[src/rtl/new_task_stream_arbiter.sv]
// Merges per-accelerator new-task AXI-Streams into one stream, round-robin, one whole packet per grant.
// Latency: 1 cycle arbitration gap per packet; an accepted beat is visible on out_* the next cycle.
// Backpressure: 2-entry skid buffer; acc_tready[grant] drops only when both entries are occupied.
//
// Ports: clk/rst (sync, active-high); acc_t{valid,ready,data,last,dest} per port, packed by index;
//        out_t{valid,ready,data,last,id,dest} merged stream, out_tid = source port index.
// Optional: define NEW_TASK_ARB_PKT_CNT_EN to add pkt_count[31:0] (packets leaving on out_*, wraps).
module new_task_stream_arbiter #(
    parameter  int MAX_ACCS = 16,
    localparam int ACC_BITS = (MAX_ACCS > 1) ? $clog2(MAX_ACCS) : 1
) (
    input  logic                   clk,
    input  logic                   rst,
    input  logic [MAX_ACCS-1:0]    acc_tvalid,
    output logic [MAX_ACCS-1:0]    acc_tready,
    input  logic [64*MAX_ACCS-1:0] acc_tdata,
    input  logic [MAX_ACCS-1:0]    acc_tlast,
    input  logic [5*MAX_ACCS-1:0]  acc_tdest,
    output logic                   out_tvalid,
    input  logic                   out_tready,
    output logic [63:0]            out_tdata,
    output logic                   out_tlast,
    output logic [ACC_BITS-1:0]    out_tid,
    output logic [4:0]             out_tdest
`ifdef NEW_TASK_ARB_PKT_CNT_EN
    ,
    output logic [31:0]            pkt_count
`endif
);

    typedef enum logic {ARB, FWD} state_t;

    typedef struct packed {
        logic [63:0]         data;
        logic                last;
        logic [4:0]          dest;
        logic [ACC_BITS-1:0] tid;
    } beat_t;

    state_t              state;
    logic [ACC_BITS-1:0] grant;
    logic [ACC_BITS-1:0] last_grant;

    beat_t               buf_mem [2];
    logic                rd_ptr;
    logic                wr_ptr;
    logic [1:0]          count;

    // Round-robin pick: first valid port after last_grant, wrapping.
    logic                any_vld;
    logic [ACC_BITS-1:0] next_grant;
    int                  scan_idx;
    logic [ACC_BITS-1:0] scan_sel;

    always_comb begin
        any_vld    = 1'b0;
        next_grant = '0;
        scan_idx   = 0;
        scan_sel   = '0;
        for (int i = 1; i <= MAX_ACCS; i++) begin
            scan_idx = (int'(last_grant) + i) % MAX_ACCS;
            scan_sel = ACC_BITS'(scan_idx);
            if (!any_vld && acc_tvalid[scan_sel]) begin
                any_vld    = 1'b1;
                next_grant = scan_sel;
            end
        end
    end

    // Granted-port fields; other ports' inputs never reach the datapath.
    logic        sel_vld;
    logic [63:0] sel_data;
    logic        sel_last;
    logic [4:0]  sel_dest;

    assign sel_vld  = acc_tvalid[grant];
    assign sel_data = acc_tdata[64*grant +: 64];
    assign sel_last = acc_tlast[grant];
    assign sel_dest = acc_tdest[5*grant +: 5];

    logic buf_full;
    logic push;
    logic pop;

    assign buf_full = (count == 2'd2);
    assign push     = (state == FWD) && sel_vld && !buf_full;
    assign pop      = (count != 2'd0) && out_tready;

    // Ready is a decode of registered state only, so it never depends on
    // out_tready combinationally.
    always_comb begin
        acc_tready = '0;
        if (state == FWD && !buf_full) begin
            acc_tready[grant] = 1'b1;
        end
    end

    always_ff @(posedge clk) begin
        if (rst) begin
            state      <= ARB;
            grant      <= '0;
            last_grant <= ACC_BITS'(MAX_ACCS - 1);
        end else begin
            case (state)
                ARB: begin
                    if (any_vld) begin
                        grant <= next_grant;
                        state <= FWD;
                    end
                end
                FWD: begin
                    // Grant is held until tlast, however long the source stalls.
                    if (push && sel_last) begin
                        last_grant <= grant;
                        state      <= ARB;
                    end
                end
                default: state <= ARB;
            endcase
        end
    end

    always_ff @(posedge clk) begin
        if (rst) begin
            buf_mem[0] <= '0;
            buf_mem[1] <= '0;
            rd_ptr     <= 1'b0;
            wr_ptr     <= 1'b0;
            count      <= 2'd0;
        end else begin
            if (push) begin
                buf_mem[wr_ptr] <= '{data: sel_data, last: sel_last, dest: sel_dest, tid: grant};
                wr_ptr          <= ~wr_ptr;
            end
            if (pop) begin
                rd_ptr <= ~rd_ptr;
            end
            case ({push, pop})
                2'b10:   count <= count + 2'd1;
                2'b01:   count <= count - 2'd1;
                default: count <= count;
            endcase
        end
    end

    assign out_tvalid = (count != 2'd0);
    assign out_tdata  = buf_mem[rd_ptr].data;
    assign out_tlast  = buf_mem[rd_ptr].last;
    assign out_tid    = buf_mem[rd_ptr].tid;
    assign out_tdest  = buf_mem[rd_ptr].dest;

`ifdef NEW_TASK_ARB_PKT_CNT_EN
    always_ff @(posedge clk) begin
        if (rst) begin
            pkt_count <= '0;
        end else if (out_tvalid && out_tready && out_tlast) begin
            pkt_count <= pkt_count + 32'd1;
        end
    end
`endif

endmodule

[config.mk]
export PLATFORM = sky130hd
export DESIGN_NAME = new_task_stream_arbiter
export DESIGN_NICKNAME = d
export VERILOG_FILES = /design/src/rtl/new_task_stream_arbiter.sv
export SDC_FILE = /design/constraint.sdc
export NUM_CORES = 1
export LEC_CHECK = 0
export CORE_AREA = 2 2 481 483
export CTS_BUF_LIST = sky130_fd_sc_hd__clkbuf_8
export CTS_CLUSTER_DIAMETER = 120
export CTS_CLUSTER_SIZE = 12
export DETAILED_ROUTE_END_ITERATION = 7
export DIE_AREA = 0 0 483 485
export HOLD_SLACK_MARGIN = 0.02
export SLEW_MARGIN = 5
export SYNTH_ARGS = -nofsm -noshare
export SYNTH_HDL_FRONTEND = slang
export SYNTH_SLANG_ARGS = --single-unit
[constraint.sdc]
create_clock -name clk -period 22.1 [get_ports clk]
set_clock_uncertainty 0.2 [all_clocks]
set_input_delay 4.42 -clock clk [delete_from_list [all_inputs] [get_ports clk]]
set_output_delay 4.42 -clock clk [all_outputs]
set_load 0.05 [all_outputs]
==> impl_metrics.py, run 1 <==
metrics = {
    "min_path": {
        "hold_path.class": "flip-flop to flip-flop",
    },
    "place": {
        "globalplace.congestion": 0.951,
        "portBuffers": 1229,
        "post-dp-hpwl_mm": 178,
    },
    "timing": {
        "finalSetupTns_ns": 0,
        "slew_viol_final": 0,
        "hold_violations": 0,
        "whs_ns": 0.316,
        "finalCritPeriodShare_pct": 36.4,
        "period_needed_ns": 8.04,
        "rsz0062_at_grt": "false",
        "clock.fmax_mhz": 124,
        "max-slew-margin-rel_pct": 29.8,
        "worst_slew_pin_slew_ns": 1.05,
        "setup_viol": 0,
    },
    "route": {
        "drt-initial-drc-count": 1575,
        "drc": 0,
        "ant_nets": 0,
        "avgRoutedWirePerCell_um": 36.5,
        "first_pass_iters": 6,
        "vias_per_cell": 3.51,
        "vias": 19100,
        "finalWirelength_mm": 198,
    },
    "synth": {
        "ys_seq_area_share_pct": 27.1,
        "yosysTopAreaCell": "mux4_2",
        "syn_inst": 1176,
        "synth.distinct_cells": 67,
        "avgSynthCellArea_um2": 14.8,
        "syn-num-nets": 2324,
        "synth.area.top_cells": "mux4_2 (48%), edfxtp_1 (26%), mux2_2 (5.8%)",
        "yosysWarnings": 0,
        "async_flop_share_pct": 0,
        "ys_ff_latch": 162,
        "synth_flop_cell": "edfxtp_1",
        "synth-edff-count": 148,
        "synth_area_um2": 17400,
        "netlist.area_leader.share_pct": 48.1,
    },
    "clocking": {
        "cts_buffer_depth": 2,
        "insertion_delay_ns": 0.53,
        "h-tree-depth": 4,
        "hold_buffers": 0,
        "cts_root_buf": "clkbuf_8",
        "cts_num_sinks": 162,
        "clk_pin_slew_ns": 0.11,
        "cts_resized": 0,
        "cts_buffers": 17,
        "cts_tree": "built",
        "post_cts_buffers": 0,
    },
    "finish": {
        "final-seq-area_um2": 4740,
        "n_fill_cell": 25600,
        "nets": 3478,
        "final_layout_size_suffix_gt1_share_pct": 23.6,
        "multiInputGateArea_um2": 12100,
        "syn_to_final_growth_pct": 94.2,
        "fin_util_pct": 14.8,
    },
    "global_routing": {
        "antenna_found_initial": 241,
        "grt_pass1_wl_mm": 239,
        "grt_max_degree": 76,
        "grt_pass1_vias": 19100,
        "groute.usage.overall_pct": 16.3,
        "overflow": 0,
    },
    "die": {
        "num_rows": 176,
        "io_pins": 1230,
        "die_area_um2": 234000,
        "start_util_pct": 7.60,
        "coreArea_um2": 229000,
        "fp.dieW_um": 483,
        "die_y_um": 485,
    },
    "worst_setup_path": {
        "end_kind": "output port",
        "worstSetupPathType": "flip-flop to output port",
        "arrival_ns": 3.42,
        "cp_max_fo": 64,
        "worstPathRequired_ns": 17.48,
        "start_kind": "flip-flop",
    },
    "power": {
        "ir_drop_mv": 0.0418,
        "p_per_area_nw_per_um2": 96.0,
        "leakagePower_nw": 10.7,
    },
    "job": {
        "max-cap-violations": 0,
    },
    "status": {
        "status": "finished clean",
    },
}
-- placed cells by master, fill, tap and decap left out, types with 12 or more instances in the layout --
master / count
nor2_1: 51
and2_1: 71
mux2_2: 90
edfxtp_1: 148
mux2i_1: 20
diode_2: 66
a21oi_1: 23
mux4_2: 372
buf_4: 33
clkdlybuf4s50_1: 1228
o21ai_0: 12
nor3_1: 12
clkbuf_8: 17
nand2_1: 29
inv_1: 20
and3_1: 71
-- synth_stat cells (5+ instances only) --
master / instances
and2_1: 71
and3_1: 71
buf_2: 5
nor3_1: 13
o22ai_1: 7
edfxtp_1: 148
a221oi_1: 5
buf_1: 31
o211ai_1: 7
mux4_2: 372
mux2i_1: 20
inv_1: 18
a31oi_1: 5
ha_1: 9
mux2_2: 90
nand2_1: 30
nor2_1: 52
xnor2_1: 7
or3_1: 5
o21ai_0: 13
dfxtp_1: 14
clkbuf_1: 85
a21oi_1: 23
-- power breakdown --
part | leakage, nW | internal (mW) | switching [mW] | total [mW]
combinational | 8.90 | 1.04 | 1.50 | 2.54
clock | 0.187 | 0.0902 | 0.135 | 0.226
sequential | 1.66 | 0.405 | 0.0707 | 0.476
total | 10.7 | 1.54 | 1.71 | 3.25
-- flip-flops by register name, indices dropped and copies added, names as in the netlist, named ones only --
signal / cells
buf_mem: 148
grant: 4
last_grant: 4
count: 2
rd_ptr: 1
state: 1
wr_ptr: 1
-- cell families after synthesis --
| family | share of synthesized area, % |
|---|---|
| fa+ha+maj | 0.647 |
| flops | 27.1 |
| simple gates | 8.49 |
| mux | 56.2 |
| buf+inv | 3.44 |
| compound gates | 3.37 |
| xor+xnor | 0.740 |
-- per-layer routing --
layer  routed length [um]  GRT usage [%]  part of all wire (%)
met1                82400           20.6                    42
met4                 4580           3.47                   2.3
met2                85800           24.8                    43
met3                24800           8.00                    13
met5                  764              0                  0.39
-- worst max-delay path, stage by stage (launching register included) --
cell and delay, ns:
dfxtp_4 0.65, buf_4 0.78, nand3_1 0.34, nor3_1 0.24, clkdlybuf4s50_1 0.85
-- per-stage QoR --
stage / cells / cell area, um2 / power, mW / setup slack, ns
2_1_floorplan: 1176 / 17400 / 1.85 / 11.08
3_3_place_gp: 5337 / 33300 / 3.07 / 13.80
3_5_place_dp: 5337 / 33300 / 3.06 / 13.84
4_1_cts: 5369 / 33600 / 3.30 / 13.98
5_1_grt: 5393 / 33700 / 3.40 / 13.83
6_report: 5435 / 33800 / 3.25 / 14.06
-- area by class of cell --
cell class	instances	area share (%)
flip-flops and latches	162	14.0
clock buffers	17	0.692
inverters	21	0.255
multi-input cells	867	35.9
diodes	66	0.488
clock inverters	15	0.396
repair buffers	1261	37.1
well taps	3026	11.2
-- path summary, 6_finish.rpt --
path / startpoint / to / slack (ns) / cells past startpoint
worst min register to register: count[1] / count[1] / 0.32 / 2
worst max register to register: last_grant[0] / grant[3] / 16.42 / 10
worst max-delay path: grant[1] / acc_tready[2] / 14.06 / 4
worst min-delay path: count[1] / count[1] / 0.32 / 2
(Power assumes the default switching activity.)
==> run 2: changes to the inputs <==
Settings changed: CORE_AREA 2 2 481 483 to 2 2 484 486, DIE_AREA 0 0 483 485 to 0 0 486 488.
Clock period 22.1 ns to 6.85 ns, I/O delays scaled along.
==> impl_metrics.py, run 2 (synthesis results as in run 1) <==
metrics = {
    "clocking": {
        "clk_pin_slew_ns": 0.13,
        "h-tree-depth": 4,
        "cts_num_sinks": 162,
        "cts_buffers": 17,
        "cts_tree": "built",
        "post_cts_buffers": 0,
        "cts_buffer_depth": 2,
        "insertion_delay_ns": 0.61,
        "hold_buffers": 0,
        "cts_resized": 0,
        "cts_root_buf": "clkbuf_8",
    },
    "die": {
        "io_pins": 1230,
        "die_y_um": 488,
        "num_rows": 177,
        "die_area_um2": 237000,
        "fp.dieW_um": 486,
        "coreArea_um2": 232000,
        "start_util_pct": 7.51,
    },
    "route": {
        "avgRoutedWirePerCell_um": 37.4,
        "first_pass_iters": 5,
        "vias": 19200,
        "drc": 0,
        "finalWirelength_mm": 204,
        "ant_nets": 0,
        "vias_per_cell": 3.53,
        "drt-initial-drc-count": 1595,
    },
    "finish": {
        "largest_register_ffs": 148,
        "syn_to_final_growth_pct": 94.5,
        "nets": 3469,
        "fin_util_pct": 14.6,
        "reg_top3": "buf_mem x148, grant x4, last_grant x4",
        "final_cell_mix": "clkdlybuf4s50_1 (1,229), mux4_2 (372), edfxtp_1 (148)",
        "regMostFlops": "buf_mem",
        "layout_commonest_cell": "clkdlybuf4s50_1",
        "final_layout_size_suffix_gt1_share_pct": 23.4,
    },
    "power": {
        "ir_drop_mv": 0.190,
        "p_per_area_nw_per_um2": 310,
        "leakagePower_nw": 10.7,
    },
    "worst_setup_path": {
        "worstSetupPathType": "flip-flop to flip-flop",
        "arrival_ns": 5.13,
        "r2r_slack_ns": 2.00,
        "cp_max_fo": 14,
        "start_kind": "flip-flop",
        "r2r_end": "grant[3]",
        "worstPathRequired_ns": 7.13,
        "r2r_cells": 10,
        "end_kind": "flip-flop",
        "r2r_start": "last_grant[0]",
    },
    "place": {
        "post-dp-hpwl_mm": 182,
        "portBuffers": 1229,
        "globalplace.congestion": 0.950,
    },
    "job": {
        "max-cap-violations": 0,
    },
    "timing": {
        "hold_violations": 0,
        "rsz0062_at_grt": "false",
        "max-slew-margin-rel_pct": 25.3,
        "slew_viol_final": 0,
        "clock.fmax_mhz": 206,
        "finalCritPeriodShare_pct": 70.8,
        "worst_slew_pin_slew_ns": 1.12,
        "setup_viol": 0,
        "finalSetupTns_ns": 0,
        "period_needed_ns": 4.85,
    },
    "min_path": {
        "hold_path.class": "flip-flop to flip-flop",
        "hold_end": "rd_ptr",
        "holdCritStartpoint": "rd_ptr",
        "hold_path_depth": 2,
    },
    "global_routing": {
        "grt_pass1_wl_mm": 242,
        "grt_pass1_vias": 19000,
        "overflow": 0,
        "antenna_found_initial": 254,
        "grt_max_degree": 88,
        "groute.usage.overall_pct": 16.5,
    },
    "status": {
        "status": "finished clean",
    },
}
run 2: cell types whose count changed in the layout (fill, tap and decap cells not counted), sizes merged, moves of 3 or more:
cell,before,now
clkinvlp,4,1
diode,66,60
buf,33,23
clkinv,2,5
run 2: metal layers:
layer	share of wire (%)	GRT usage, %	up-vias
met5	0.43	0	-
met4	2.6	3.40	126
met3	13	8.27	387
met2	44	25.5	1532
met1	40	20.4	9727
li1	-	-	7439
run 2: area by class of cell:
cell class / count / area (um2)
clock buffers: 17 / 234
well taps: 3043 / 3810
multi-input cells: 867 / 12100
repair buffers: 1252 / 12500
fillers: 25800 / 198000
diodes: 60 / 150
flip-flops and latches: 162 / 4740
clock inverters: 15 / 178
inverters: 21 / 83.8
run 2: report_power, final:
part | total, mW | switching [mW] | internal, mW
clock | 0.825 | 0.541 | 0.283
sequential | 1.56 | 0.256 | 1.31
combinational | 8.10 | 4.73 | 3.37
total | 10.5 | 5.53 | 4.96
run 2: worst max path at each step:
stage / from / end / slack [ns]
finish: last_grant[0] / grant[3] / 2.00
global route: last_grant[0] / grant[3] / 1.71
CTS: last_grant[0] / grant[3] / 1.96
detailed placement: acc_tvalid[8] / buf_mem[1][63] / 1.49
global placement: acc_tvalid[12] / grant[3] / 1.50
floorplan: acc_tvalid[1] / buf_mem[0][0] / 0.88
run 2: per-stage QoR:
stage                     worst slack (ns)  total power [mW]  instances  instance area [um2]  hold WS, ns
after global routing                  1.71              11.0       5400                33800        0.375
after floorplan                      0.878              5.97       1176                17400        0.266
final                                 2.00              10.5       5437                33900        0.338
after global placement                1.50              9.85       5345                33300        0.278
after CTS                             1.96              10.7       5377                33700        0.329
after detailed placement              1.49              9.82       5345                33300        0.305
run 2: critical path, cell delays in order, from the launching register on:
cell and delay, ns:
dfxtp_1 0.43, inv_2 0.14, ha_1 0.75, mux4_1 0.76
mux4_2 0.68, nor3b_2 0.26, and4_1 0.49, nand2_2 0.23
o311ai_4 0.33, nor3_1 0.11, a2111oi_2 0.33
==> run 3: changes to the inputs <==
Settings changed: CORE_AREA 2 2 484 486 to 2 2 485 487, DIE_AREA 0 0 486 488 to 0 0 487 489.
Clock period 6.85 ns to 4.65 ns, I/O delays scaled along.
==> impl_metrics.py, run 3 (synthesis results as in run 1) <==
metrics = {
    "route": {
        "ant_nets": 0,
        "vias_per_cell": 3.52,
        "drc": 0,
        "wl_met1_mm": 81.0,
        "highest_layer": "met5",
        "finalWirelength_mm": 202,
        "vias": 19600,
        "drt-initial-drc-count": 1655,
        "first_pass_iters": 5,
        "wl_met2_mm": 89.8,
        "wl_met3_mm": 24.2,
        "avgRoutedWirePerCell_um": 36.2,
    },
    "clocking": {
        "clk_pin_slew_ns": 0.12,
        "cts_resized": 0,
        "h-tree-depth": 4,
        "post_cts_buffers": 0,
        "insertion_delay_ns": 0.65,
        "cts_num_sinks": 162,
        "hold_buffers": 0,
        "cts_root_buf": "clkbuf_8",
        "cts_buffer_depth": 2,
        "cts_tree": "built",
        "cts_buffers": 17,
    },
    "worst_setup_path": {
        "worstSetupPathType": "flip-flop to output port",
        "arrival_ns": 3.15,
        "worstPathRequired_ns": 3.52,
        "cp_max_fo": 48,
        "start_kind": "flip-flop",
        "end_kind": "output port",
    },
    "timing": {
        "setup_viol": 0,
        "finalCritPeriodShare_pct": 92.0,
        "period_needed_ns": 4.28,
        "worst_slew_pin_slew_ns": 1.18,
        "rsz0062_at_grt": "false",
        "max-slew-margin-rel_pct": 21.1,
        "clock.fmax_mhz": 234,
        "finalSetupTns_ns": 0,
        "hold_violations": 0,
        "worst_slack_ns": 0.374,
        "slew_viol_final": 0,
    },
    "finish": {
        "final_cell_mix": "clkdlybuf4s50_1 (1,221), mux4_2 (372), edfxtp_1 (148)",
        "syn_to_final_growth_pct": 98.6,
        "nets": 3545,
        "largest_register_ffs": 148,
        "final-seq-area_um2": 4740,
        "n_fill_cell": 26000,
        "reg_top3": "buf_mem x148, grant x4, last_grant x4",
        "multiInputGateArea_um2": 12100,
        "final_layout_size_suffix_gt1_share_pct": 26.1,
        "layout_commonest_cell": "clkdlybuf4s50_1",
        "regMostFlops": "buf_mem",
    },
    "die": {
        "die_y_um": 489,
        "coreArea_um2": 234000,
        "die_area_um2": 238000,
        "io_pins": 1230,
        "num_rows": 178,
        "start_util_pct": 7.45,
        "fp.dieW_um": 487,
    },
    "power": {
        "switching_share_pct": 51.7,
        "ir_drop_mv": 0.259,
        "p_per_area_nw_per_um2": 463,
        "pwr-share-clk_pct": 7.4,
        "p_switching_mw": 8.27,
        "internal_power_mw": 7.73,
        "leakagePower_nw": 11.1,
        "p_seq_share_pct": 13.9,
        "comb_power_share_pct": 78.8,
    },
    "place": {
        "globalplace.congestion": 0.926,
        "post-dp-hpwl_mm": 179,
        "dp_slack_ns": -0.0734,
        "portBuffers": 1229,
    },
    "global_routing": {
        "groute.usage.overall_pct": 16.2,
        "grt_max_degree": 92,
        "overflow": 0,
        "grt_pass1_wl_mm": 240,
        "antenna_found_initial": 247,
        "grt_pass1_vias": 19300,
    },
    "job": {
        "max-cap-violations": 0,
    },
    "min_path": {
        "hold_path.class": "flip-flop to flip-flop",
    },
    "status": {
        "status": "finished clean",
    },
}
run 3: final timing paths:
path,from,end,slack [ns],cells past startpoint
min,count[1],count[1],0.31,2
max reg2reg,last_grant[0],grant[0],0.38,14
max,grant[0],acc_tready[1],0.37,4
min reg2reg,count[1],count[1],0.31,2
run 3: routing by layer:
layer,GRT usage [%],vias up
met5,0,-
met4,5.32,110
met3,7.33,385
met2,25.1,1619
met1,19.9,9869
li1,-,7639
run 3: cell type report:
class | instances | area share (%)
repair buffers | 1328 | 38.1
diodes | 97 | 0.702
clock buffers | 17 | 0.677
clock inverters | 15 | 0.427
multi-input cells | 867 | 35.1
inverters | 21 | 0.250
flip-flops and latches | 162 | 13.7
well taps | 3060 | 11.1
run 3: power by group through the flow:
stage | clock [mW] | sequential, mW | combinational (mW)
after detailed placement | 0 | 2.27 | 12.7
after floorplan | 0 | 2.02 | 6.77
after global routing | 1.29 | 2.26 | 13.2
after global placement | 0 | 2.26 | 12.8
after CTS | 1.27 | 2.23 | 12.8
final | 1.18 | 2.22 | 12.6
run 3: per-stage QoR:
| stage | cell area [um2] | cells | hold WS, ns | power, mW | util (%) |
|---|---|---|---|---|---|
| floorplan | 17400 | 1176 | 0.266 | 8.78 | - |
| global placement | 34000 | 5438 | 0.279 | 15.0 | 14.5 |
| detailed placement | 34000 | 5438 | 0.290 | 15.0 | 14.5 |
| CTS | 34300 | 5470 | 0.308 | 16.3 | 14.7 |
| global route | 34400 | 5514 | 0.357 | 16.8 | 14.7 |
| finish | 34600 | 5567 | 0.315 | 16.0 | 14.8 |
run 3: critical path, cell delays in order, from the launching register on:
cell             delay (ns)
dfxtp_4                0.86
buf_12                 0.41
nand2_1                0.19
nor3_1                 0.18
clkdlybuf4s50_1        0.84
